===== src/rtl/pix_pll_pkg.sv =====
// Shared types for the pixel PLL reconfiguration sequencer.
// Counter/parameter encodings follow the PLL reconfig port map.
package pix_pll_pkg;

    localparam logic [3:0] CT_N   = 4'd0;
    localparam logic [3:0] CT_M   = 4'd1;
    localparam logic [3:0] CT_C0  = 4'd4;

    localparam logic [2:0] CP_HI  = 3'd0;
    localparam logic [2:0] CP_LO  = 3'd1;
    localparam logic [2:0] CP_BYP = 3'd4;
    localparam logic [2:0] CP_ODD = 3'd5;

    typedef enum logic [1:0] {
        EC_NONE  = 2'd0,
        EC_RATIO = 2'd1,
        EC_BUSY  = 2'd2,
        EC_LOCK  = 2'd3
    } err_code_e;

    typedef enum logic [3:0] {
        S_IDLE,
        S_CHK,
        S_WR,
        S_WR_WAIT,
        S_RC,
        S_RC_WAIT,
        S_LK,
        S_AR,
        S_ERR
    } state_e;

    typedef struct packed {
        logic [8:0] hi;
        logic [8:0] lo;
        logic [8:0] byp;
        logic [8:0] odd;
    } div_par_t;

endpackage


===== src/rtl/pll_div_conv.sv =====
// Division ratio to PLL counter parameters (high, low, bypass, odd).
// A ratio of 1 is expressed as bypass with both half-counts at 1.
module pll_div_conv
    import pix_pll_pkg::*;
(
    input  logic [8:0] d_i,
    output div_par_t   par_o
);

    logic [9:0] sum;

    assign sum = {1'b0, d_i} + 10'd1;

    always_comb begin
        par_o.hi  = 9'(sum >> 1);
        par_o.lo  = (d_i == 9'd1) ? 9'd1 : {1'b0, d_i[8:1]};
        par_o.byp = {8'd0, d_i == 9'd1};
        par_o.odd = {8'd0, d_i[0]};
    end

endmodule


===== src/rtl/pix_pll_seq.sv =====
// Pixel PLL reconfiguration sequencer: streams N/M/C0 counter parameters,
// triggers reconfig and supervises re-lock with one areset retry.
module pix_pll_seq
    import pix_pll_pkg::*;
#(
    parameter int unsigned BUSY_TMO = 1024,
    parameter int unsigned LOCK_TMO = 65536,
    parameter int unsigned ARST_CYC = 16
) (
    input  logic       hb_clk,
    input  logic       hb_rstn,
    input  logic       start,
    input  logic [8:0] n_div,
    input  logic [8:0] m_div,
    input  logic [8:0] c0_div,
    input  logic       pll_busy,
    input  logic       pix_locked,
    output logic       write_param,
    output logic       reconfig,
    output logic [3:0] counter_type,
    output logic [2:0] counter_param,
    output logic [8:0] data_in,
    output logic       pll_areset_in,
    output logic       seq_busy,
    output logic       done,
    output logic       err,
    output logic [1:0] err_code,
    output logic       locked_s
);

    localparam logic [16:0] BUSY_LIM  = 17'(BUSY_TMO);
    localparam logic [16:0] LOCK_LIM  = 17'(LOCK_TMO);
    localparam logic [16:0] ARST_LAST = 17'(ARST_CYC - 1);
    localparam logic [16:0] GUARD     = 17'd2;

    state_e     state_q, state_d;
    err_code_e  ec_q, ec_d;
    logic [3:0] step_q, step_d;
    logic [8:0] n_q, n_d, m_q, m_d, c0_q, c0_d;
    logic       retry_q, retry_d;
    logic       err_q, err_d;
    logic       done_q, done_d;
    logic [16:0] tmr_q, tmr_d;
    logic       sync1_q, sync2_q;
    logic [8:0] ratio;
    div_par_t   par;
    logic       busy_clr, busy_tmo;

    pll_div_conv u_conv (
        .d_i   (ratio),
        .par_o (par)
    );

    always_comb begin
        ratio        = n_q;
        counter_type = CT_N;
        unique case (step_q[3:2])
            2'd0: begin ratio = n_q;  counter_type = CT_N;  end
            2'd1: begin ratio = m_q;  counter_type = CT_M;  end
            default: begin ratio = c0_q; counter_type = CT_C0; end
        endcase
        counter_param = CP_HI;
        data_in       = par.hi;
        unique case (step_q[1:0])
            2'd0: begin counter_param = CP_HI;  data_in = par.hi;  end
            2'd1: begin counter_param = CP_LO;  data_in = par.lo;  end
            2'd2: begin counter_param = CP_BYP; data_in = par.byp; end
            default: begin counter_param = CP_ODD; data_in = par.odd; end
        endcase
    end

    // The first two wait cycles hide busy, which may lag the strobe.
    assign busy_clr = (tmr_q >= GUARD) && !pll_busy;
    assign busy_tmo = tmr_q >= BUSY_LIM;

    always_comb begin
        state_d = state_q;
        step_d  = step_q;
        n_d     = n_q;
        m_d     = m_q;
        c0_d    = c0_q;
        retry_d = retry_q;
        err_d   = err_q;
        ec_d    = ec_q;
        done_d  = 1'b0;
        unique case (state_q)
            S_IDLE: begin
                if (start) begin
                    n_d     = n_div;
                    m_d     = m_div;
                    c0_d    = c0_div;
                    err_d   = 1'b0;
                    ec_d    = EC_NONE;
                    retry_d = 1'b0;
                    state_d = S_CHK;
                end
            end
            S_CHK: begin
                if (n_q == 9'd0 || m_q == 9'd0 || c0_q == 9'd0) begin
                    err_d   = 1'b1;
                    ec_d    = EC_RATIO;
                    state_d = S_IDLE;
                end else begin
                    step_d  = 4'd0;
                    state_d = S_WR;
                end
            end
            S_WR: state_d = S_WR_WAIT;
            S_WR_WAIT: begin
                if (busy_clr) begin
                    if (step_q == 4'd11) begin
                        state_d = S_RC;
                    end else begin
                        step_d  = step_q + 4'd1;
                        state_d = S_WR;
                    end
                end else if (busy_tmo) begin
                    err_d   = 1'b1;
                    ec_d    = EC_BUSY;
                    state_d = S_ERR;
                end
            end
            S_RC: state_d = S_RC_WAIT;
            S_RC_WAIT: begin
                if (busy_clr) begin
                    state_d = S_LK;
                end else if (busy_tmo) begin
                    err_d   = 1'b1;
                    ec_d    = EC_BUSY;
                    state_d = S_ERR;
                end
            end
            S_LK: begin
                if (sync2_q) begin
                    done_d  = 1'b1;
                    state_d = S_IDLE;
                end else if (tmr_q >= LOCK_LIM) begin
                    if (retry_q) begin
                        err_d   = 1'b1;
                        ec_d    = EC_LOCK;
                        state_d = S_ERR;
                    end else begin
                        retry_d = 1'b1;
                        state_d = S_AR;
                    end
                end
            end
            S_AR: if (tmr_q >= ARST_LAST) state_d = S_LK;
            S_ERR: state_d = S_IDLE;
            default: state_d = S_IDLE;
        endcase
    end

    // Timer restarts on every state change and saturates instead of wrapping.
    always_comb begin
        if (state_d != state_q) tmr_d = '0;
        else if (&tmr_q)        tmr_d = tmr_q;
        else                    tmr_d = tmr_q + 17'd1;
    end

    always_ff @(posedge hb_clk) begin
        if (!hb_rstn) begin
            state_q <= S_IDLE;
            ec_q    <= EC_NONE;
            step_q  <= '0;
            n_q     <= '0;
            m_q     <= '0;
            c0_q    <= '0;
            retry_q <= 1'b0;
            err_q   <= 1'b0;
            done_q  <= 1'b0;
            tmr_q   <= '0;
            sync1_q <= 1'b0;
            sync2_q <= 1'b0;
        end else begin
            state_q <= state_d;
            ec_q    <= ec_d;
            step_q  <= step_d;
            n_q     <= n_d;
            m_q     <= m_d;
            c0_q    <= c0_d;
            retry_q <= retry_d;
            err_q   <= err_d;
            done_q  <= done_d;
            tmr_q   <= tmr_d;
            sync1_q <= pix_locked;
            sync2_q <= sync1_q;
        end
    end

    assign write_param   = (state_q == S_WR);
    assign reconfig      = (state_q == S_RC);
    assign pll_areset_in = (state_q == S_AR);
    assign seq_busy      = (state_q != S_IDLE);
    assign done          = done_q;
    assign err           = err_q;
    assign err_code      = ec_q;
    assign locked_s      = sync2_q;

endmodule

===== config.mk =====
export PLATFORM = sky130hd
export DESIGN_NAME = pix_pll_seq
export DESIGN_NICKNAME = d
export VERILOG_FILES = /design/src/rtl/pix_pll_pkg.sv /design/src/rtl/pll_div_conv.sv /design/src/rtl/pix_pll_seq.sv
export SDC_FILE = /design/constraint.sdc
export NUM_CORES = 1
export LEC_CHECK = 0
export ABC_CLOCK_PERIOD_IN_PS = 3250
export BUFFER_PORTS_ARGS = -buffer_cell sky130_fd_sc_hd__buf_2
export CAP_MARGIN = 20
export CORE_MARGIN = 1.5
export CORE_UTILIZATION = 60
export CTS_BUF_LIST = sky130_fd_sc_hd__clkbuf_2 sky130_fd_sc_hd__clkbuf_4 sky130_fd_sc_hd__clkbuf_8
export DETAILED_ROUTE_END_ITERATION = 10
export PLACE_DENSITY = 0.86
export SLEW_MARGIN = 20
export SYNTH_ARGS = -nofsm -noshare
export SYNTH_HDL_FRONTEND = slang
export SYNTH_SLANG_ARGS = --single-unit
export TNS_END_PERCENT = 10

===== constraint.sdc =====
create_clock -name hb_clk -period 3.25 [get_ports hb_clk]
set_input_delay 0 -clock hb_clk [delete_from_list [all_inputs] [get_ports hb_clk]]
set_output_delay 0 -clock hb_clk [all_outputs]
set_load 0.05 [all_outputs]

==> flow_summary_export.csv, run 1 <==
group,metric,value,unit
placement,dp_hpwl,6.12,mm
power,p_clk_share,37.1,%
clock_network,post_cts_buffers,0,
status,outcome,"finished clean",
power,power.density,429,nW/um^2
floorplanning,ios,57,
critical_path,worstSetupPathType,"reg -> out",
placement,place_ws,0.759,ns
grt,grt_pass1_vias,3353,
clock_network,numCtsBuffers,9,
yosys,async_flop_share,0,%
flow_run,maxCapViolations,0,
final_layout,antenna_cells,0,
yosys,netlist_area,3520,um^2
power,p_sw_share,30.4,%
sta,max_slew_margin,38.5,%
power,p_comb_share,19.0,%
final_layout,num-nets-final,553,
sta,min_period,2.93,ns
route,wl_per_cell,15.9,um
floorplanning,initial_core_util,63.1,%
final_layout,final_cells,589,
floorplanning,row_count,27,
critical_path,arrival,2.93,ns
worst_hold_path,holdPathEnd,"err_code[0]$_SDFFE_PN0P_",
clock_network,cts-resized-gates,0,
floorplanning,design.core.area,5570,um^2
route,drc,0,
critical_path,critPathMaxFanout,28,
power,p_int,1.26,mW
sta,hold_viol,0,
sta,rsz0062_at_grt,"false",
route,vias,3558,
placement,gp_congestion,0.929,
final_layout,drive_above_1_share,18.6,%
power,pwr-share-seq,44.0,%
critical_path,cp-start-kind,"register",
floorplanning,die_area,6330,um^2
sta,finalSetupViolCount,0,
critical_path,reg2reg_slack,0.81,ns
sta,timing.final.crit_share,90.1,%
clock_network,clock_latency,0.34,ns
power,leakage,1.68,nW
clock_network,cts-root-buf,"clkbuf_8",
sta,final.setup.worst_slack,0.323,ns
critical_path,required,3.25,ns
clock_network,cts_hold_buf,29,
yosys,syn_avg_cell_area,7.92,um^2
critical_path,r2r_end,"tmr_q[16]$_SDFFE_PP0N_",
power,switchingPower,551,uW
grt,antenna_found_initial,0,
worst_hold_path,hold_class,"in -> reg",
yosys,synth_edf_count,0,
yosys,synthCells,444,
grt,grt_max_degree,31,
grt,overflow,0,
worst_hold_path,min-delay-start,"pll_busy",
worst_hold_path,hold_path_depth,3,
critical_path,end_kind,"output pin",
route,dr.pass1.iters,5,
yosys,synth_cell_type_count,61,
floorplanning,die_x,79.6,um
clock_network,h-tree-depth,3,
grt,grt_usage,31.8,%
route,wl,9.34,mm
clock_network,clock_path_buffers,2,
route,ant_nets,0,
sta,fin_setup_tns,0,ns
route,drtIter0Drc,309,
placement,placedCellCount,544,
power,ir_worst_vdd,0.444,mV
critical_path,timing.rr.start,"state_q[2]$_SDFF_PN0_",
clock_network,clock-sinks,59,
yosys,synth.ff_latch_count,59,
critical_path,worstRegToRegCells,5,
route,vias_per_cell,6.04,
yosys,yosysSeqAreaShare,33.6,%
yosys,yosys_most_used_dff,"dfxtp_1",
final_layout,areaGrowthSynthToFinish,20.3,%
clock_network,cts_tree,"yes",
sta,finClkSkew,0.0139,ns
sta,max_slew.worst_pin.slew,0.923,ns
clock_network,clk_pin_slew,0.06,ns
sta,drv_slew,0,
sta,fmax,342,MHz
placement,io_buffers,53,
power,total_power,1.81,mW
floorplanning,die_y,79.6,um
yosys,yosys_warnings,0,
grt,grt_first_pass_wirelength,15.7,mm
[layer usage]
metal | global-route usage (%) | up-vias | part of all wire (%)
li1 | - | 1707 | -
met1 | 40.6 | 1648 | 43
met2 | 50.5 | 168 | 47
met3 | 7.20 | 35 | 6.3
met4 | 15.3 | 0 | 3.6
met5 | 0 | - | 0
[how the worst max path moves through the flow]
stage                                start         end  slack (ns)  cells past startpoint
floorplan           step_q[3]$_SDFFE_PN0P_  data_in[8]        0.30                      6
global placement    step_q[3]$_SDFFE_PN0P_  data_in[7]        0.86                      7
detailed placement  step_q[3]$_SDFFE_PN0P_  data_in[7]        0.76                      7
CTS                 step_q[3]$_SDFFE_PN0P_  data_in[7]        0.37                      7
global route        step_q[3]$_SDFFE_PN0P_  data_in[8]        0.16                      5
finish              step_q[3]$_SDFFE_PN0P_  data_in[8]        0.32                      5
[flip-flops by register name, summed over array words and instances (netlist names)]
signal    cells
c0_q          9
done          1
err           1
err_code      2
locked_s      1
m_q           9
n_q           9
retry_q       1
state_q       4
step_q        4
sync1_q       1
tmr_q        17
[critical path, stage by stage (launching register included)]
cell and delay, ns:
dfxtp_1 0.88, mux2i_1 0.31, nor3_1 0.70, nand2_1 0.10
nor4_1 0.29, buf_2 0.31
[cell families after synthesis]
family | Yosys count | share of synthesized area [%]
flops | 59 | 33.6
buf+inv | 40 | 5.59
other cells | 1 | 0.107
mux | 17 | 4.95
compound gates | 91 | 16.9
fa+ha+maj | 9 | 3.20
simple gates | 209 | 31.2
xor+xnor | 18 | 4.48
[power by group through the flow]
stage | Combinational, mW | Clock (mW) | Sequential, mW
after floorplan | 0.239 | 0 | 0.806
after global placement | 0.298 | 0 | 0.808
after detailed placement | 0.306 | 0 | 0.810
after CTS | 0.334 | 0.674 | 0.794
after global routing | 0.375 | 0.717 | 0.800
final | 0.344 | 0.672 | 0.797
[cell type report]
type                            instances  area (um^2)
Fill cell                             416         1340
Inverter                               10         37.5
Clock inverter                          5         52.6
Multi-Input combinational cell        347         2150
Clock buffer                           11          145
Timing Repair Buffer                   85          578
Sequential cell                        59         1180
Tap cell                               72         90.1
[placed cells by master, fill, tap and decap left out, types with 13 or more instances in the layout]
master and n:
a21oi_1 40, buf_2 53, dfxtp_1 59, dlygate4sd3_1 29, mux2i_1 14, nand2_1 81
nand3_1 17, nor2_1 22, nor3_1 22, o21ai_0 13
[Yosys cell counts, types with 9 or more instances]
| cell | n | share of area, % |
|---|---|---|
| dfxtp_1 | 59 | 34 |
| nand4_1 | 10 | 1.8 |
| nor3_1 | 22 | 3.1 |
| o21ai_0 | 13 | 1.9 |
| inv_1 | 10 | 1.1 |
| nand3_1 | 17 | 2.4 |
| nand2b_1 | 11 | 2.0 |
| nor3_2 | 11 | 3.1 |
| ha_1 | 9 | 3.2 |
| a21oi_1 | 40 | 5.7 |
| clkbuf_1 | 16 | 1.7 |
| nor2_1 | 22 | 2.3 |
| mux2i_1 | 14 | 4.0 |
| nor4_1 | 10 | 1.8 |
| nand2_1 | 81 | 8.6 |
| xor2_1 | 12 | 3.0 |
[per-stage QoR]
step | area, um^2 | util (%) | hold WS [ns]
after floorplan | 3520 | - | 0.127
after global placement | 3740 | 67.1 | 0.204
after detailed placement | 3740 | 67.1 | 0.217
after CTS | 4230 | 75.9 | 0.105
after global routing | 4230 | 75.9 | 0.122
final | 4230 | 75.9 | 0.126
No activity file was read; power rests on OpenSTA's default activity.
==> inputs of run 2 (changes only) <==
--- a/config.mk
+++ b/config.mk
@@ -9,10 +9,10 @@
 export BUFFER_PORTS_ARGS = -buffer_cell sky130_fd_sc_hd__buf_2
 export CAP_MARGIN = 20
 export CORE_MARGIN = 1.5
-export CORE_UTILIZATION = 60
+export CORE_UTILIZATION = 53
 export CTS_BUF_LIST = sky130_fd_sc_hd__clkbuf_2 sky130_fd_sc_hd__clkbuf_4 sky130_fd_sc_hd__clkbuf_8
 export DETAILED_ROUTE_END_ITERATION = 10
-export PLACE_DENSITY = 0.86
+export PLACE_DENSITY = 0.78
 export SLEW_MARGIN = 20
 export SYNTH_ARGS = -nofsm -noshare
 export SYNTH_HDL_FRONTEND = slang
==> run 2 against run 1 <==
Against the previous run: sequential share of layout area down 0.19 points; clock power up 4.5%; combinational power about the same; cell count grew 1.0%; critical path type unchanged; die area rose by 13%; highest routed layer unchanged; final area is 0.68% higher; non-clock buffer count up 1; count of clock-buffer cells in the layout grew 1; maximum frequency is 2.9% higher; setup slack better by 0.082 ns; critical endpoint unchanged.
==> flow_summary_export.csv, run 2 (synthesis gave the netlist of run 1 again) <==
group,metric,value,unit
grt,grt_usage,26.4,%
floorplanning,design.core.area,6390,um^2
final_layout,layout_commonest_cell,"nand2_1",
sta,max_slew_margin,36.0,%
critical_path,cp-start-kind,"register",
sta,max_slew.worst_pin.slew,0.959,ns
final_layout,num-nets-final,554,
route,drc,0,
route,m1WireLength,4.20,mm
critical_path,crit_slowest_cell,"dfxtp_1",
sta,drv_slew,0,
status,outcome,"finished clean",
clock_network,cts_tree,"yes",
sta,hold_viol,0,
route,dr.pass1.iters,5,
worst_hold_path,hold_class,"in -> reg",
sta,timing.final.crit_share,87.5,%
final_layout,multi_input_area,2150,um^2
grt,grt_first_pass_wirelength,15.2,mm
route,ant_nets,0,
route,wl_met3,471,um
route,highest_layer,"met4",
route,drtIter0Drc,283,
final_layout,areaGrowthSynthToFinish,21.1,%
route,wl,9.16,mm
clock_network,clock_latency,0.34,ns
clock_network,numCtsBuffers,9,
final_layout,antenna_cells,0,
clock_network,clock_path_buffers,2,
critical_path,crit_family,"simple AND/OR/NAND/NOR gates",
floorplanning,die_area,7130,um^2
critical_path,crit_buf_inv,1,
final_layout,layout_common_cells,"nand2_1, dfxtp_1, buf_2",
grt,antenna_found_initial,0,
floorplanning,die_y,84.4,um
sta,fmax,351,MHz
power,ir_worst_vdd,0.276,mV
grt,grt_pass1_vias,3253,
floorplanning,die_x,84.4,um
clock_network,cts-root-buf,"clkbuf_8",
placement,dpl-instance-area,3760,um^2
grt,overflow,0,
power,leakage,1.69,nW
power,total_power,1.84,mW
floorplanning,initial_core_util,55.1,%
final_layout,drive_above_1_share,18.7,%
floorplanning,ios,57,
critical_path,path_cells,"mux2i_1 -> nor3_1 -> nand2_1 -> nor4_1 -> buf_2",
final_layout,finish.utilization,66.7,%
floorplanning,row_count,29,
sta,min_period,2.85,ns
clock_network,post_cts_buffers,0,
route,dr_wl_met2,4.19,mm
sta,fin_worst_hold_slack,0.139,ns
final_layout,seqCellArea,1180,um^2
power,power.density,432,nW/um^2
grt,grt_max_degree,31,
clock_network,clock-sinks,59,
sta,finClkSkew,0.0136,ns
sta,fin_setup_tns,0,ns
sta,rsz0062_at_grt,"false",
final_layout,finalInstanceArea,4260,um^2
route,wl_per_cell,15.4,um
final_layout,regMostFlops,"tmr_q",
critical_path,cp_slowest_stage_delay,0.86,ns
clock_network,clk_pin_slew,0.06,ns
critical_path,end_kind,"output pin",
clock_network,h-tree-depth,3,
route,vias_per_cell,5.82,
final_layout,fillCellCount,539,
flow_run,maxCapViolations,0,
critical_path,arrival,2.85,ns
sta,finalSetupViolCount,0,
placement,dp_hpwl,6.11,mm
placement,gp_congestion,0.879,
critical_path,worstSetupPathType,"reg -> out",
placement,io_buffers,53,
final_layout,largest_reg_flops,17,
route,vias,3465,
critical_path,required,3.25,ns
critical_path,critPathMaxFanout,28,
## run 2: changes by cell type in the layout (fill, tap and decap cells not counted), sizes merged
cell	change
buf	+1
clkbuf	+1
clkinv	-1
## run 2: power by group
part	total, mW	leakage [nW]	internal [mW]	switching [mW]
registers	0.795	0.481	0.758	0.0370
logic	0.345	1.10	0.127	0.218
clock network	0.702	0.108	0.414	0.288
total	1.84	1.69	1.30	0.543
## run 2: metal layers
metal	up-vias	global-route usage, %
met5	-	0
li1	1710	-
met1	1603	34.5
met4	0	14.2
met3	27	3.83
met2	125	42.3
## run 2: metrics by stage
| stage | worst slack [ns] | std cells |
|---|---|---|
| 2_1_floorplan | 0.299 | 446 |
| 3_3_place_gp | 0.846 | 550 |
| 5_1_grt | 0.0894 | 595 |
| 6_report | 0.405 | 595 |
| 3_5_place_dp | 0.778 | 550 |
| 4_1_cts | 0.421 | 595 |
## run 2: repair_timing
item,CTS,global route
hold endpoints to repair,29,0
endpoints found under the setup margin,0,0
resized for setup,0,0
hold buffers,29,0
## run 2: tightest hold or removal path: stages
cell and delay [ns]:
buf_2 0.15, a2111oi_0 0.10, xnor2_1 0.13, nor2_1 0.04
## run 2: final timing paths
| check | cells after the start | slack (ns) | startpoint | endpoint |
|---|---|---|---|---|
| max | 5 | 0.40 | step_q[3]$_SDFFE_PN0P_ | data_in[8] |
| min | 4 | 0.14 | pll_busy | step_q[3]$_SDFFE_PN0P_ |
| max reg2reg | 9 | 0.86 | tmr_q[1]$_SDFFE_PP0N_ | tmr_q[14]$_SDFFE_PP0N_ |
| min reg2reg | 1 | 0.45 | sync1_q$_SDFF_PN0_ | locked_s$_SDFF_PN0_ |
## run 2: layout make-up
type / count / share of cell area, %
tap: 77 / 2.26
multi-input combinational: 347 / 50.4
clock buffer: 12 / 3.88
inverter: 10 / 0.881
timing repair buffer: 86 / 13.7
clock inverter: 4 / 1.12
sequential: 59 / 27.7
==> inputs of run 3 (changes only) <==
--- a/config.mk
+++ b/config.mk
@@ -8,6 +8,7 @@
 export ABC_CLOCK_PERIOD_IN_PS = 3250
 export BUFFER_PORTS_ARGS = -buffer_cell sky130_fd_sc_hd__buf_2
 export CAP_MARGIN = 20
+export CORE_ASPECT_RATIO = 0.7
 export CORE_MARGIN = 1.5
 export CORE_UTILIZATION = 53
 export CTS_BUF_LIST = sky130_fd_sc_hd__clkbuf_2 sky130_fd_sc_hd__clkbuf_4 sky130_fd_sc_hd__clkbuf_8
==> run 3 against run 2 <==
Against the previous run: critical endpoint is now data_in[7]; combinational power hardly changed; largest cell class unchanged; sequential share of layout area grew 0.28 points; via count grew 2.0%.
==> flow_summary_export.csv, run 3 (synthesis gave the netlist of run 1 again) <==
group,metric,value,unit
placement,dp_hpwl,6.41,mm
sta,min_period,2.95,ns
route,drc,0,
critical_path,reg2reg_slack,0.89,ns
power,ir_worst_vdd,0.309,mV
sta,fmax,338,MHz
floorplanning,ios,57,
route,vias_per_cell,5.94,
critical_path,end_kind,"output pin",
grt,grt_usage,27.5,%
critical_path,timing.rr.start,"tmr_q[0]$_SDFFE_PP0N_",
worst_hold_path,hold_class,"in -> reg",
critical_path,worstSetupPathType,"reg -> out",
critical_path,path_cells,"mux2_2 -> mux2i_1 -> inv_1 -> ha_1 -> and2_1 -> a311o_1 -> o211ai_1 -> buf_2",
sta,max_slew_margin,35.2,%
status,outcome,"finished clean",
clock_network,cts-root-buf,"clkbuf_8",
critical_path,worstSetupStartpoint,"step_q[2]$_SDFFE_PN0P_",
clock_network,post_cts_buffers,0,
clock_network,clock_path_buffers,2,
route,ant_nets,0,
critical_path,worst-path-stages,8,
floorplanning,die_area,7140,um^2
critical_path,crit_slowest_cell,"dfxtp_1",
floorplanning,die_y,71.1,um
floorplanning,design.core.area,6310,um^2
final_layout,num-nets-final,553,
critical_path,cp-start-kind,"register",
final_layout,regMostFlops,"tmr_q",
sta,fin_worst_hold_slack,0.0741,ns
grt,antenna_found_initial,0,
final_layout,largest_reg_flops,17,
route,wl_per_cell,15.7,um
sta,timing.final.crit_share,90.9,%
clock_network,clock_latency,0.35,ns
floorplanning,die_x,100,um
route,wl,9.33,mm
clock_network,numCtsBuffers,9,
grt,overflow,0,
critical_path,cp_slowest_stage_delay,0.67,ns
critical_path,crit_family,"multiplexers",
critical_path,worstRegToRegCells,9,
clock_network,h-tree-depth,3,
clock_network,cts_tree,"yes",
final_layout,areaGrowthSynthToFinish,19.9,%
critical_path,crit_buf_inv,2,
flow_run,maxCapViolations,0,
sta,rsz0062_at_grt,"false",
critical_path,arrival,2.95,ns
route,drtIter0Drc,391,
grt,grt_pass1_vias,3200,
sta,fin_setup_tns,0,ns
sta,finClkSkew,0.00935,ns
grt,grt_first_pass_wirelength,15.4,mm
sta,max_slew.worst_pin.slew,0.970,ns
critical_path,required,3.25,ns
final_layout,drive_above_1_share,18.6,%
route,dr.pass1.iters,5,
grt,grt_max_degree,32,
final_layout,layout_common_cells,"nand2_1, dfxtp_1, buf_2",
clock_network,clk_pin_slew,0.07,ns
sta,drv_slew,0,
critical_path,r2r_end,"tmr_q[10]$_SDFFE_PP0N_",
final_layout,antenna_cells,0,
critical_path,endpoint,"data_in[7]",
power,leakage,1.67,nW
clock_network,clock-sinks,59,
power,power.density,414,nW/um^2
sta,finalSetupViolCount,0,
placement,gp_congestion,0.948,
final_layout,layout_commonest_cell,"nand2_1",
floorplanning,row_count,24,
sta,hold_viol,0,
critical_path,critPathMaxFanout,12,
route,vias,3534,
placement,io_buffers,53,
floorplanning,initial_core_util,55.8,%
## run 3: worst min path at each step
stage / startpoint / end / slack (ns) / depth (start not counted)
floorplan: pix_locked / sync1_q$_SDFF_PN0_ / 0.13 / 1
global placement: pix_locked / sync1_q$_SDFF_PN0_ / 0.21 / 2
detailed placement: pix_locked / sync1_q$_SDFF_PN0_ / 0.22 / 2
CTS: start / err_code[0]$_SDFFE_PN0P_ / 0.07 / 3
global route: start / err_code[0]$_SDFFE_PN0P_ / 0.13 / 3
finish: start / err_code[0]$_SDFFE_PN0P_ / 0.07 / 3
## run 3: final cells by class
type                            count  area, um^2
Tap cell                           78        97.6
Multi-Input combinational cell    347        2150
Fill cell                         515        2090
Sequential cell                    59        1180
Inverter                           10        37.5
Clock buffer                        9         124
Timing Repair Buffer               85         578
Clock inverter                      7        52.6
## run 3: through the flow
| step | utilization [%] | std cells | total power, mW | setup WS (ns) | instance area, um^2 |
|---|---|---|---|---|---|
| after floorplan | - | 446 | 1.05 | 0.299 | 3520 |
| after global placement | 59.5 | 550 | 1.11 | 0.805 | 3750 |
| after detailed placement | 59.5 | 550 | 1.12 | 0.698 | 3750 |
| after CTS | 66.9 | 595 | 1.74 | 0.323 | 4220 |
| after global routing | 66.9 | 595 | 1.82 | 0.0795 | 4220 |
| final | 66.9 | 595 | 1.74 | 0.296 | 4220 |
## run 3: report_power, final
group / leakage [nW] / internal [mW] / total (mW) / switching (mW)
Sequential: 0.481 / 0.757 / 0.797 / 0.0399
Clock: 0.0896 / 0.279 / 0.604 / 0.325
Combinational: 1.10 / 0.127 / 0.343 / 0.216
Total: 1.67 / 1.16 / 1.74 / 0.581
## run 3: per-layer routing
layer	up-vias	GRT usage (%)	share of wire [%]
met4	0	8.76	1.8
met5	-	0	0
met2	175	40.1	42
met3	19	6.32	8.5
met1	1636	40.3	48
li1	1704	-	-
## run 3: repair_timing
action                    4_1_cts  5_1_grt
hold buffers                   29        0
hold endpoints to repair       30        0
gates resized for setup         0        0
## run 3: worst register-to-register path: stages, from the launching register on
cell,delay [ns]
dfxtp_1,0.47
ha_1,0.24
nand3_1,0.12
nor4_1,0.30
ha_1,0.39
nand2b_1,0.27
nor3_1,0.13
nand3_1,0.11
xor2_1,0.18
nor3_2,0.05
